$ cat src/rtl/argmax_row_scheduler.sv
// Schedules per-row reads of the combination result buffer into the argmax unit.
// Tracks reads through a fixed-latency pipeline and reports row_valid/row_idx, done and abort.
module argmax_row_scheduler #(
  parameter int unsigned FEATURE_ROWS   = 6,
  parameter int unsigned ROW_ADDR_WIDTH = 3,
  parameter int unsigned READ_LATENCY   = 1
) (
  input  logic                      clk,
  input  logic                      rst,
  input  logic                      start,
  input  logic                      done_comb,
  input  logic                      stall,
  output logic                      rd_en,
  output logic [ROW_ADDR_WIDTH-1:0] rd_row,
  output logic                      row_valid,
  output logic [ROW_ADDR_WIDTH-1:0] row_idx,
  output logic                      last_row,
  output logic                      busy,
  output logic                      done,
  output logic                      abort
);

  localparam logic [ROW_ADDR_WIDTH-1:0] LAST_ROW = ROW_ADDR_WIDTH'(FEATURE_ROWS - 1);

  typedef enum logic [1:0] {
    S_IDLE  = 2'd0,
    S_ISSUE = 2'd1,
    S_DRAIN = 2'd2,
    S_DONE  = 2'd3
  } state_e;

  state_e                    state_q, state_d;
  logic                      pending_q, pending_d;
  logic [ROW_ADDR_WIDTH-1:0] issue_cnt_q, issue_cnt_d;
  logic                      rd_en_q, rd_en_d;
  logic [ROW_ADDR_WIDTH-1:0] rd_row_q, rd_row_d;
  logic                      busy_q, busy_d;
  logic                      done_q, done_d;
  logic                      abort_q, abort_d;
  logic                      flush_c;
  logic                      inflight_c;

  // Next-state and registered-output logic
  always_comb begin
    state_d     = state_q;
    pending_d   = pending_q;
    issue_cnt_d = issue_cnt_q;
    rd_en_d     = 1'b0;
    rd_row_d    = '0;
    done_d      = 1'b0;
    abort_d     = 1'b0;
    flush_c     = 1'b0;
    unique case (state_q)
      S_IDLE: begin
        if (pending_q || start) begin
          if (done_comb) begin
            state_d   = S_ISSUE;
            pending_d = 1'b0;
          end else begin
            pending_d = 1'b1;
          end
        end
      end
      S_ISSUE: begin
        if (!done_comb) begin
          state_d     = S_IDLE;
          abort_d     = 1'b1;
          flush_c     = 1'b1;
          issue_cnt_d = '0;
        end else if (!stall) begin
          rd_en_d  = 1'b1;
          rd_row_d = issue_cnt_q;
          if (issue_cnt_q == LAST_ROW) begin
            issue_cnt_d = '0;
            state_d     = S_DRAIN;
          end else begin
            issue_cnt_d = issue_cnt_q + ROW_ADDR_WIDTH'(1);
          end
        end
      end
      S_DRAIN: begin
        if (!done_comb) begin
          state_d = S_IDLE;
          abort_d = 1'b1;
          flush_c = 1'b1;
        end else if (!inflight_c) begin
          state_d = S_DONE;
          done_d  = 1'b1;
        end
      end
      S_DONE: begin
        state_d = S_IDLE;
      end
      default: begin
        state_d = S_IDLE;
      end
    endcase
    busy_d = (state_d != S_IDLE);
  end

  always_ff @(posedge clk or negedge rst) begin
    if (!rst) begin
      state_q     <= S_IDLE;
      pending_q   <= 1'b0;
      issue_cnt_q <= '0;
      rd_en_q     <= 1'b0;
      rd_row_q    <= '0;
      busy_q      <= 1'b0;
      done_q      <= 1'b0;
      abort_q     <= 1'b0;
    end else begin
      state_q     <= state_d;
      pending_q   <= pending_d;
      issue_cnt_q <= issue_cnt_d;
      rd_en_q     <= rd_en_d;
      rd_row_q    <= rd_row_d;
      busy_q      <= busy_d;
      done_q      <= done_d;
      abort_q     <= abort_d;
    end
  end

  // Read-return tracking: zero latency is a straight bypass of the read strobe
  if (READ_LATENCY == 0) begin : g_bypass
    assign row_valid  = rd_en_q;
    assign row_idx    = rd_row_q;
    assign inflight_c = 1'b0;
  end else begin : g_pipe
    logic [READ_LATENCY-1:0]                     pv_q, pv_d;
    logic [READ_LATENCY-1:0][ROW_ADDR_WIDTH-1:0] pr_q, pr_d;

    always_comb begin
      pv_d    = '0;
      pr_d    = '0;
      pv_d[0] = rd_en_q;
      pr_d[0] = rd_row_q;
      for (int i = 1; i < int'(READ_LATENCY); i++) begin
        pv_d[i] = pv_q[i-1];
        pr_d[i] = pr_q[i-1];
      end
      if (flush_c) begin
        pv_d = '0;
      end
    end

    // Reads not yet at the output stage; the output stage itself is delivering now
    always_comb begin
      inflight_c = rd_en_q;
      for (int i = 0; i < int'(READ_LATENCY) - 1; i++) begin
        inflight_c = inflight_c | pv_q[i];
      end
    end

    always_ff @(posedge clk or negedge rst) begin
      if (!rst) begin
        pv_q <= '0;
        pr_q <= '0;
      end else begin
        pv_q <= pv_d;
        pr_q <= pr_d;
      end
    end

    assign row_valid = pv_q[READ_LATENCY-1];
    assign row_idx   = pr_q[READ_LATENCY-1];
  end

  assign rd_en    = rd_en_q;
  assign rd_row   = rd_row_q;
  assign busy     = busy_q;
  assign done     = done_q;
  assign abort    = abort_q;
  assign last_row = row_valid && (row_idx == LAST_ROW);

endmodule

$ cat config.mk
export PLATFORM = sky130hd
export DESIGN_NAME = argmax_row_scheduler
export DESIGN_NICKNAME = d
export VERILOG_FILES = /design/src/rtl/argmax_row_scheduler.sv
export SDC_FILE = /design/constraint.sdc
export NUM_CORES = 1
export LEC_CHECK = 0
export ABC_CLOCK_PERIOD_IN_PS = 1500
export BUFFER_PORTS_ARGS = -buffer_cell sky130_fd_sc_hd__buf_2
export CAP_MARGIN = 20
export CORE_UTILIZATION = 54
export CTS_BUF_LIST = sky130_fd_sc_hd__clkbuf_4
export CTS_CLUSTER_DIAMETER = 60
export CTS_CLUSTER_SIZE = 14
export DETAILED_ROUTE_END_ITERATION = 10
export PLACE_DENSITY = 0.81
export RECOVER_POWER = 25
export SYNTH_ARGS = -nofsm -noshare
export SYNTH_HDL_FRONTEND = slang
export SYNTH_SLANG_ARGS = --single-unit
$ cat constraint.sdc
create_clock -name clk -period 1.5 [get_ports clk]
set_input_delay 0 -clock clk [delete_from_list [all_inputs] [get_ports clk]]
set_output_delay 0 -clock clk [all_outputs]
set_load 0.005 [all_outputs]
==> impl_metrics.toml <==
[status]
status = "finished, final reports clean"

[setup_path]
cp_data_arrival_time_ns = 1.61
cp.required_ns = 1.68
crit_path_end_kind = "flip-flop"
critPathSlowestCell = "dfrtp_1"
cp_slowest_stage_delay_ns = 0.40
cp_max_fo = 3
reg2reg_slack_ns = 0.07
path_cells = "buf_4 -> ha_1 -> nor2_2 -> nor2_1 -> a21oi_1 -> o32ai_2"
critPathLaunchType = "flip-flop"
crit_type = "reg2reg"

[timing]
fin_tns_setup_ns = 0
clock_skew_ns = 0.00706
maxSlewViolCount = 0
rsz0062_at_grt = "no"
fin_crit_ns = 1.43
hold_viol_final = 0
max_slew_margin = 0.408
fin_crit_sh = 0.955
tightest_slew_ns = 0.888
setup_viol = 0
fmax_mhz = 698

[pwr]
leakagePower_nw = 0.487
ir_drop_mv = 0.811
p_per_area_mw_per_mm2 = 1550

[floorplan]
start_util = 0.622
core_area_mm2 = 0.00119
ios = 17
die_h_um = 39.0
die_w_um = 39.0
die-area_mm2 = 0.00152
num_rows = 12

[final_layout]
seqCellArea_um2 = 425
antenna_cells = 0
areaGrowthSynthToFinish_pct = 26.6
final_common_cell = "dfrtp_1"
drive_gt1_frac = 0.400
multi_input_area_um2 = 328
utilization = 0.788
layout_common_cells = "dfrtp_1 (17), buf_2 (15), nand2_1 (7), nor2_1 (5)"
nFillCells = 79
layout.nets = 99

[cts]
root_buffer = "clkbuf_4"
cts_buffers = 3
cts.clk_slew.worst_paths_ns = 0.09
cts_tree = "done"
cts.path.max_buffers = 2
cts_sinks = 17
htreeDepth = 1
postCtsSetupRepairBufs = 0
clk_latency_ns = 0.30

[synth]
syn-num-nets = 73
ys_seq_area_frac = 0.576
syn-cell-area_um2 = 738
syn_inst = 65
synth-seq-cells = 17
synthDistinctLibCells = 24
ys.warnings.count = 0
synth.avg_cell_area_um2 = 11.4

[global_routing]
grt.overflow.total = 0
grt_pass1_wl_um = 2390
antenna_found_initial = 0
groute.usage.overall = 0.249
grt_pass1_vias = 576
grt_max_degree = 18

[routing]
remaining_drc_errors = 0
num_vias = 570
ant_nets = 0
firstDrtPassIters = 4
avgViaCountPerCell = 5.48
drt_iter0_drc = 9
wl_um = 1500
wl_per_cell_um = 14.4

[min_path]
min_path_type = "in2reg"

[job]
maxCapViolCount = 0

[placed_design]
gp_congestion = 0.815
detailed_place_hpwl_um = 1010
io_buffers = 16
[flip-flops by register name, summed over array words and instances, names as in the netlist]
| name | count |
|---|---|
| abort | 1 |
| busy | 1 |
| done | 1 |
| issue_cnt_q | 3 |
| pending_q | 1 |
| rd_en | 1 |
| rd_row | 3 |
| row_idx | 3 |
| row_valid | 1 |
| state_q | 2 |
[through the flow]
stage	std cells	power (mW)	hold slack, ns	area, µm²	setup slack, ns
after floorplan	65	0.946	-0.296	738	0.129
after global placement	98	1.12	-0.0704	858	0.101
after detailed placement	98	1.14	-0.0674	858	0.0696
after CTS	104	1.39	0.00699	906	0.0577
after global routing	104	1.53	0.0175	935	0.00566
final	104	1.45	0.00785	935	0.0668
[layer usage]
metal | global-route usage | vias to the layer above | wire length (µm)
met4 | 0.155 | 0 | 36
met2 | 0.421 | 22 | 700
li1 | - | 270 | -
met3 | 0.0578 | 5 | 71
met1 | 0.280 | 273 | 686
met5 | 0 | - | 0
[final timing paths]
check,startpoint,endpoint,depth (start not counted)
worst max-delay path,state_q[0],busy,6
worst min-delay path,done_comb,pending_q,2
worst max register to register,state_q[0],busy,6
worst min register to register,rd_row[1],row_idx[1],0
max in group asynchronous,rst,pending_q,2
min in group asynchronous,rst,done,2
[worst max-delay path: cells and delay by family (launching register included)]
kind,cells,cell delay (ns)
DFF,1,0.40
buffers and inverters,1,0.15
adders and majority gates,1,0.24
AOI/OAI and AO/OA,2,0.32
and+or+nand+nor,2,0.21
[cell type report]
class | count | area share
clock inverter | 1 | 0.00535
inverter | 4 | 0.0161
tap | 14 | 0.0187
multi-input combinational | 44 | 0.351
sequential | 17 | 0.455
clock buffer | 3 | 0.0241
timing repair buffer | 21 | 0.130
[synthesized netlist by cell type, drive strengths merged]
library cell | n | area, µm²
ha | 3 | 37.5
o21a | 1 | 7.51
nand2b | 2 | 12.5
o21ai | 1 | 5.00
nand4bb | 1 | 11.3
a21oi | 4 | 20.0
mux2 | 1 | 11.3
a22o | 2 | 17.5
and4b | 1 | 10.0
nor3b | 1 | 7.51
inv | 4 | 15.0
nor3 | 2 | 10.0
o32ai | 1 | 16.3
nor2b | 2 | 12.5
nand2 | 8 | 32.5
nand3 | 1 | 5.00
o31ai | 1 | 12.5
dfrtp | 17 | 425
and3 | 1 | 11.3
nor2 | 6 | 22.5
and2b | 1 | 8.76
and2 | 4 | 26.3
[power breakdown]
part	internal [mW]	leakage [nW]	switching [mW]
sequential	0.556	0.228	0.0881
clock	0.0994	0.0177	0.150
combinational	0.292	0.241	0.265
total	0.947	0.487	0.503
[cells by family (layout without fill, tap and decap cells)]
logic type / count (synthesis) / in the layout / synth area share
AND/OR/NAND/NOR: 30 / 30 / 0.231
flip-flops: 17 / 17 / 0.576
multiplexers: 1 / 1 / 0.0153
adder cells (fa/ha/maj): 3 / 3 / 0.0509
AO/OA/AOI/OAI: 10 / 10 / 0.107
buffers and inverters: 4 / 29 / 0.0203
[repair_timing]
item | CTS | global route
endpoints found under the hold margin | 18 | 0
setup endpoints to repair | 0 | 2
gates resized for setup | 0 | 7
hold buffers | 2 | 0
No activity file was read; power rests on OpenSTA's default activity.
